File: src/rtl/mem_stage.sv
// mem_stage: pipeline MEM stage.
// Takes the EXE/MEM register contents and runs the data-memory access. It
// places store bytes on their byte lanes and extends load data. It stalls the
// front of the pipeline while an access is outstanding. Results go into the
// MEM/WB register, which also feeds the execute-stage forwarding unit.
//
// Optional feature macro: MEM_MISALIGN_TRAP_EN
//   Defined:   misaligned accesses raise no request. They complete in one
//              cycle with MisalignW=1, and WriteDataW holds the faulting address.
//   Undefined: misaligned accesses go to memory. Strobes wrap-truncate to
//              8 bits, and bytes beyond lane 7 are dropped.
//
// Data-memory handshake:
//   dmem_req is held high, with we/addr/wdata/wstrb stable, until the cycle in
//   which dmem_gnt is sampled high; that cycle transfers the request. For a
//   load, the responder returns exactly one dmem_rvalid pulse with dmem_rdata,
//   no earlier than the cycle after the grant. An rvalid that arrives while
//   the stage is not waiting for load data is ignored.
module mem_stage #(
  parameter int DMEM_ADDR_W = 32
) (
  input  logic                   clk,
  input  logic                   reset_n,
  input  logic                   ValidM,
  input  logic                   RegWriteM,
  input  logic                   MemToRegM,
  input  logic                   MemReadM,
  input  logic                   MemWriteM,
  input  logic [1:0]             MemTypeM,
  input  logic                   LoadUnsignedM,
  input  logic [4:0]             RD_M,
  input  logic [63:0]            ALU_ResultM,
  input  logic [63:0]            WriteDataM,
  output logic                   dmem_req,
  output logic                   dmem_we,
  output logic [DMEM_ADDR_W-1:0] dmem_addr,
  output logic [63:0]            dmem_wdata,
  output logic [7:0]             dmem_wstrb,
  input  logic                   dmem_gnt,
  input  logic                   dmem_rvalid,
  input  logic [63:0]            dmem_rdata,
  output logic                   StallM,
  output logic                   ValidW,
  output logic                   RegWriteW,
  output logic [4:0]             RD_W,
  output logic [63:0]            WriteDataW,
`ifdef MEM_MISALIGN_TRAP_EN
  output logic                   MisalignW,
`endif
  output logic [1:0]             dbg_state_o
);

  typedef enum logic [1:0] {
    S_IDLE = 2'd0,
    S_REQ  = 2'd1,
    S_WAIT = 2'd2
  } state_t;

  state_t      state_q;
  logic        valid_w_q;
  logic        regwrite_w_q;
  logic [4:0]  rd_w_q;
  logic [63:0] wdata_w_q;

  logic        mem_op;
  logic        is_load;
  logic        trap;
  logic        go;
  logic        in_idle;
  logic        in_wait;
  logic        req;
  logic        store_done;
  logic        load_done;
  logic [2:0]  lane;
  logic [7:0]  strb_raw;
  logic [63:0] wdata_raw;
  logic [63:0] rdata_sh;
  logic [63:0] load_val;
  logic [DMEM_ADDR_W-1:0] addr_full;

  assign lane    = ALU_ResultM[2:0];
  assign mem_op  = ValidM & (MemReadM | MemWriteM);
  // A load takes precedence if both read and write are flagged.
  assign is_load = MemReadM;
  assign in_idle = (state_q == S_IDLE);
  assign in_wait = (state_q == S_WAIT);

`ifdef MEM_MISALIGN_TRAP_EN
  logic misaligned;
  logic misalign_q;

  // Misaligned means the lane offset is not a multiple of the access size.
  always_comb begin
    misaligned = 1'b0;
    case (MemTypeM)
      2'b00:   misaligned = 1'b0;
      2'b01:   misaligned = lane[0];
      2'b10:   misaligned = |lane[1:0];
      default: misaligned = |lane;
    endcase
  end

  // Only a fresh instruction in IDLE can trap. Once an access has started,
  // it is committed.
  assign trap      = in_idle & mem_op & misaligned;
  assign MisalignW = misalign_q;
`else
  assign trap = 1'b0;
`endif

  assign go  = mem_op & ~trap;
  // The request is raised combinationally in the IDLE cycle, so a same-cycle
  // grant costs no extra cycle.
  assign req = reset_n & ((in_idle & go) | (state_q == S_REQ));

  assign store_done = req & ~is_load & dmem_gnt;
  assign load_done  = reset_n & in_wait & dmem_rvalid;

  // Stall drops in the completion cycle, so that EXE/MEM advances on the same
  // edge that MEM/WB captures the result.
  assign StallM = reset_n & ((req & ~store_done) | (in_wait & ~load_done));

  assign addr_full = ALU_ResultM[DMEM_ADDR_W-1:0];

  // Byte-lane strobes. The 8-bit shift drops lanes beyond 7 on a misaligned access.
  always_comb begin
    strb_raw = 8'h00;
    case (MemTypeM)
      2'b00:   strb_raw = 8'h01 << lane;
      2'b01:   strb_raw = 8'h03 << lane;
      2'b10:   strb_raw = 8'h0F << lane;
      default: strb_raw = 8'hFF;
    endcase
  end

  assign wdata_raw = WriteDataM << {lane, 3'b000};

  // The request fields read zero whenever no request is being made.
  assign dmem_req   = req;
  assign dmem_we    = req & MemWriteM & ~is_load;
  assign dmem_addr  = req ? {addr_full[DMEM_ADDR_W-1:3], 3'b000} : '0;
  assign dmem_wdata = req ? wdata_raw : 64'd0;
  assign dmem_wstrb = req ? strb_raw : 8'h00;

  // Align the addressed bytes to bit 0, then truncate and extend to 64 bits.
  always_comb begin
    rdata_sh = dmem_rdata >> {lane, 3'b000};
    load_val = rdata_sh;
    case (MemTypeM)
      2'b00: load_val = LoadUnsignedM ? {56'd0, rdata_sh[7:0]}
                                      : {{56{rdata_sh[7]}}, rdata_sh[7:0]};
      2'b01: load_val = LoadUnsignedM ? {48'd0, rdata_sh[15:0]}
                                      : {{48{rdata_sh[15]}}, rdata_sh[15:0]};
      2'b10: load_val = LoadUnsignedM ? {32'd0, rdata_sh[31:0]}
                                      : {{32{rdata_sh[31]}}, rdata_sh[31:0]};
      default: load_val = rdata_sh;
    endcase
  end

  // Access FSM and MEM/WB register. Reset abandons any in-flight access.
  always_ff @(posedge clk or negedge reset_n) begin
    if (!reset_n) begin
      state_q      <= S_IDLE;
      valid_w_q    <= 1'b0;
      regwrite_w_q <= 1'b0;
      rd_w_q       <= 5'd0;
      wdata_w_q    <= 64'd0;
`ifdef MEM_MISALIGN_TRAP_EN
      misalign_q   <= 1'b0;
`endif
    end else begin
      case (state_q)
        S_IDLE: begin
          if (go) begin
            if (dmem_gnt) state_q <= is_load ? S_WAIT : S_IDLE;
            else          state_q <= S_REQ;
          end
        end
        S_REQ: begin
          if (dmem_gnt) state_q <= is_load ? S_WAIT : S_IDLE;
        end
        S_WAIT: begin
          if (dmem_rvalid) state_q <= S_IDLE;
        end
        default: state_q <= S_IDLE;
      endcase

`ifdef MEM_MISALIGN_TRAP_EN
      misalign_q <= trap;
`endif
      if (trap) begin
        valid_w_q    <= 1'b1;
        regwrite_w_q <= 1'b0;
        rd_w_q       <= RD_M;
        wdata_w_q    <= ALU_ResultM;
      end else if (store_done | load_done) begin
        valid_w_q    <= 1'b1;
        regwrite_w_q <= RegWriteM;
        rd_w_q       <= RD_M;
        wdata_w_q    <= MemToRegM ? load_val : ALU_ResultM;
      end else if (in_idle & ~mem_op) begin
        valid_w_q    <= ValidM;
        regwrite_w_q <= RegWriteM & ValidM;
        rd_w_q       <= RD_M;
        wdata_w_q    <= ALU_ResultM;
      end else begin
        valid_w_q    <= 1'b0;
        regwrite_w_q <= 1'b0;
      end
    end
  end

  assign ValidW      = valid_w_q;
  assign RegWriteW   = regwrite_w_q;
  assign RD_W        = rd_w_q;
  assign WriteDataW  = wdata_w_q;
  assign dbg_state_o = state_q;

endmodule
File: config.mk
export PLATFORM = sky130hd
export DESIGN_NAME = mem_stage
export DESIGN_NICKNAME = d
export VERILOG_FILES = /design/src/rtl/mem_stage.sv
export SDC_FILE = /design/constraint.sdc
export NUM_CORES = 1
export LEC_CHECK = 0
export CORE_AREA = 2 2 151 153
export DETAILED_ROUTE_END_ITERATION = 6
export DIE_AREA = 0 0 153 155
export HOLD_SLACK_MARGIN = 0.03
export PLACE_DENSITY = 0.8
export SETUP_SLACK_MARGIN = 0.1
export SLEW_MARGIN = 30
export SYNTH_ARGS = -nofsm -noshare
export SYNTH_HDL_FRONTEND = slang
export SYNTH_SLANG_ARGS = --single-unit
export TNS_END_PERCENT = 10
File: constraint.sdc
create_clock -name clk -period 2.15 [get_ports clk]
set_input_delay 0.43 -clock clk [delete_from_list [all_inputs] [get_ports clk]]
set_output_delay 0.43 -clock clk [all_outputs]
set_load 0.01 [all_outputs]
==> flow_summary.json <==
{
  "synthFlopType": "sky130_fd_sc_hd__dfrtp_1",
  "coreArea_um2": 22200,
  "nets": 1581,
  "rsz_0062_raised_after_global_routing": "yes",
  "h-tree-depth": 3,
  "timing.critical_path.buf_inv": 5,
  "avgRoutedWirePerCell_um": 22.5,
  "floorplan.initialDensity_pct": 35.0,
  "synth.distinct_cells": 59,
  "number_of_flip_flops_and_latches_in_the_synthesized_netlist": 73,
  "critical_path.endpoint_type": "output port",
  "synth_seq_area_share_pct": 23.5,
  "fp.dieArea_um2": 23700,
  "synth_enable_flop_cells": 0,
  "groute.usage.overall_pct": 30.4,
  "drc": 0,
  "numClockSinks": 73,
  "minimum_period_implied_by_the_final_worst_setup_slack_ns": 2.42,
  "violations": "negative setup slack",
  "met1_length_mm": 16.0,
  "hold_viol_final": 0,
  "worst_slack_ns": -0.269,
  "setup_violation_total_in_the_final_timing_report": 60,
  "vdd.ir_drop.worst_v": 0.000365,
  "die_w_um": 153,
  "ios": 389,
  "area_growth_pct": 74.4,
  "worst_r2r_startpoint": "dbg_state_o[0]",
  "top_area_cells_in_the_synthesized_netlist": "sky130_fd_sc_hd__dfrtp_1 23%, sky130_fd_sc_hd__mux2i_1 14%, sky130_fd_sc_hd__mux4_2 11%",
  "cts-buffers-inserted": 9,
  "number_of_antenna_violations_at_the_first_check_in_global_routing": 8,
  "hold_buffers_post_cts": 0,
  "met3RoutedLength_mm": 2.43,
  "synth.top_cell.area_share_pct": 23.5,
  "powerDensity_nw_per_um2": 508,
  "timing_limited_maximum_frequency_mhz": 413,
  "synth_area_um2": 7780,
  "place_area_um2": 12900,
  "routed-wl-met2_mm": 17.8,
  "dpl_worst_slack_ns": -0.800,
  "synth_warnings": 0,
  "worst_path_dominant_cell_family": "buffers and inverters",
  "ctsRootBufferMaster": "sky130_fd_sc_hd__clkbuf_16",
  "postRouteAntennaNets": 0,
  "cp.required_ns": 1.72,
  "status": "finished with violations",
  "clock_tree.buffer_depth": 2,
  "drt_iter0_drc": 894,
  "most_common_cell_type_on_the_critical_path": "sky130_fd_sc_hd__buf_6",
  "setup.worst_path.start_class": "flop",
  "globalplace.congestion": 0.977,
  "slew-limit-headroom_pct": 62.2,
  "detail_route.first_pass.iterations": 5,
  "setup.worst_path.class": "reg -> out",
  "grt_pass1_vias": 9439,
  "final_design_area_no_fill_um2": 13600,
  "async_reset_ff_share_pct": 100,
  "synthesis.area_per_instance_um2": 8.90,
  "synthMostInstantiatedCell": "sky130_fd_sc_hd__mux2i_1",
  "synthesis.instances": 874,
  "min-delay-path-class": "in -> async",
  "startpoint": "dbg_state_o[1]",
  "max_cap_violations": 0,
  "post_route_cells_drive_above_1_share_pct": 34.5,
  "placementRows": 55,
  "synth.largest_area_cell": "sky130_fd_sc_hd__dfrtp_1",
  "vias_per_cell": 5.65,
  "netlist_top_cells_count": "111 x sky130_fd_sc_hd__mux2i_1, 91 x sky130_fd_sc_hd__nand2_1, 73 x sky130_fd_sc_hd__dfrtp_1",
  "critical_path_peak_fanout": 6,
  "largest_net_degree_at_the_start_of_global_routing": 76,
  "crit_path_top_delay_cell": "sky130_fd_sc_hd__dfrtp_1",
  "finalMaxSlewViolations": 0,
  "post_route_skew_ns": 0.00798,
  "layout.core_utilization_pct": 61.0,
  "p_leak_uw": 0.00616,
  "totalWireLength_mm": 37.5,
  "totalNegativeSetupSlack_ns": -8.51,
  "clkTransAtPathRegs_ns": 0.06,
  "critPathMaxStageDelay_ns": 0.38,
  "place.port_buffers": 385,
  "grt_first_pass_wirelength_mm": 56.5,
  "via_count": 9404,
  "pin_slew_with_the_least_headroom_to_its_limit_ns": 0.552,
  "critical_path.cell_chain": "nor2b_2, o21ai_4, buf_12, buf_6, nor2_4, buf_6, buf_12, and2_4, buf_6",
  "routed.top_layer": "met4",
  "globalRoute.totalOverflow": 0,
  "period_share_pct": 112,
  "crit_arrival_ns": 1.99,
  "cts_tree": "done",
  "hpwl_mm": 29.4,
  "die_height_um": 155,
  "clkLatencyLatePin_ns": 0.34
}
[per-layer routing]
metal | GRT usage, % | vias to the layer above
met5 | 0 | -
met1 | 40.5 | 4613
met3 | 5.57 | 77
li1 | - | 4269
met4 | 9.52 | 0
met2 | 50.3 | 445
[power by group]
part,leakage [uW],switching (uW),total [uW],internal [uW]
Combinational,0.00513,1600,3540,1940
Sequential,0.000887,173,1850,1680
Clock,0.000144,575,1500,928
Total,0.00616,2350,6890,4550
[flip-flops by register name, indices dropped and copies added (netlist names)]
register / count
RegWriteW: 1
RD_W: 5
dbg_state_o: 2
ValidW: 1
WriteDataW: 64
[worst paths after layout]
kind | slack, ns | depth (start not counted) | endpoint
worst max register to register | 0.18 | 7 | WriteDataW[15]
worst max-delay path | -0.27 | 9 | dmem_wdata[21]
min in group clk | 0.47 | 2 | RD_W[1]
max in group asynchronous | 0.86 | 4 | WriteDataW[62]
worst min-delay path | 0.37 | 3 | dbg_state_o[1]
worst min register to register | 0.47 | 2 | RD_W[1]
[area by class of cell]
class	instances	area, um2
repair buffers	568	5230
clock inverters	3	40.0
diodes	8	20.0
fillers	1949	8660
inverters	6	30.0
multi-input cells	708	5810
flip-flops and latches	73	1830
clock buffers	13	250
well taps	285	357
[logic make-up (layout without fill, tap and decap cells)]
| group | Yosys count | in the layout | share of synthesized area [%] |
|---|---|---|---|
| flops | 73 | 73 | 23.5 |
| mux | 172 | 172 | 28.5 |
| fa+ha+maj | 6 | 6 | 0.965 |
| simple gates | 290 | 290 | 18.7 |
| compound gates | 237 | 237 | 21.1 |
| buf+inv | 95 | 590 | 7.29 |
| other cells | 1 | 11 | 0.0482 |
[timing repair]
action | 4_1_cts | 5_1_grt
pin swaps | 18 | 12
resized for setup | 565 | 97
cloned | 5 | 1
setup endpoints to repair | 161 | 158
setup buffers | 8 | 2
[tightest hold or removal path, stage by stage]
cell	delay (ns)
sky130_fd_sc_hd__buf_4	0.13
sky130_fd_sc_hd__buf_4	0.16
sky130_fd_sc_hd__buf_4	0.41
[metrics by stage]
stage / hold WS (ns) / std cells / total power, uW
after floorplan: 0.134 / 876 / 3340
after global placement: 0.450 / 1625 / 5200
after detailed placement: 0.458 / 1625 / 5260
after CTS: 0.376 / 1653 / 6830
after global routing: 0.400 / 1663 / 7240
final: 0.365 / 1664 / 6890
[cells in the final DEF, fill, tap and decap left out, types with 15 or more instances in the layout]
cell type and n:
sky130_fd_sc_hd__a211o_1 16, sky130_fd_sc_hd__a21oi_1 44, sky130_fd_sc_hd__a22oi_1 36, sky130_fd_sc_hd__and2_1 33
sky130_fd_sc_hd__buf_12 17, sky130_fd_sc_hd__buf_2 83, sky130_fd_sc_hd__buf_4 147, sky130_fd_sc_hd__buf_6 34
sky130_fd_sc_hd__clkdlybuf4s50_1 215, sky130_fd_sc_hd__dfrtp_1 73, sky130_fd_sc_hd__dlygate4sd2_1 55, sky130_fd_sc_hd__mux2_2 19
sky130_fd_sc_hd__mux2i_1 107, sky130_fd_sc_hd__mux4_2 37, sky130_fd_sc_hd__nand2_1 87, sky130_fd_sc_hd__nand2b_1 16
sky130_fd_sc_hd__nand3_1 15, sky130_fd_sc_hd__nor2_1 52, sky130_fd_sc_hd__o211ai_1 34, sky130_fd_sc_hd__o21ai_0 26
Power figures use the tool's default switching activity.
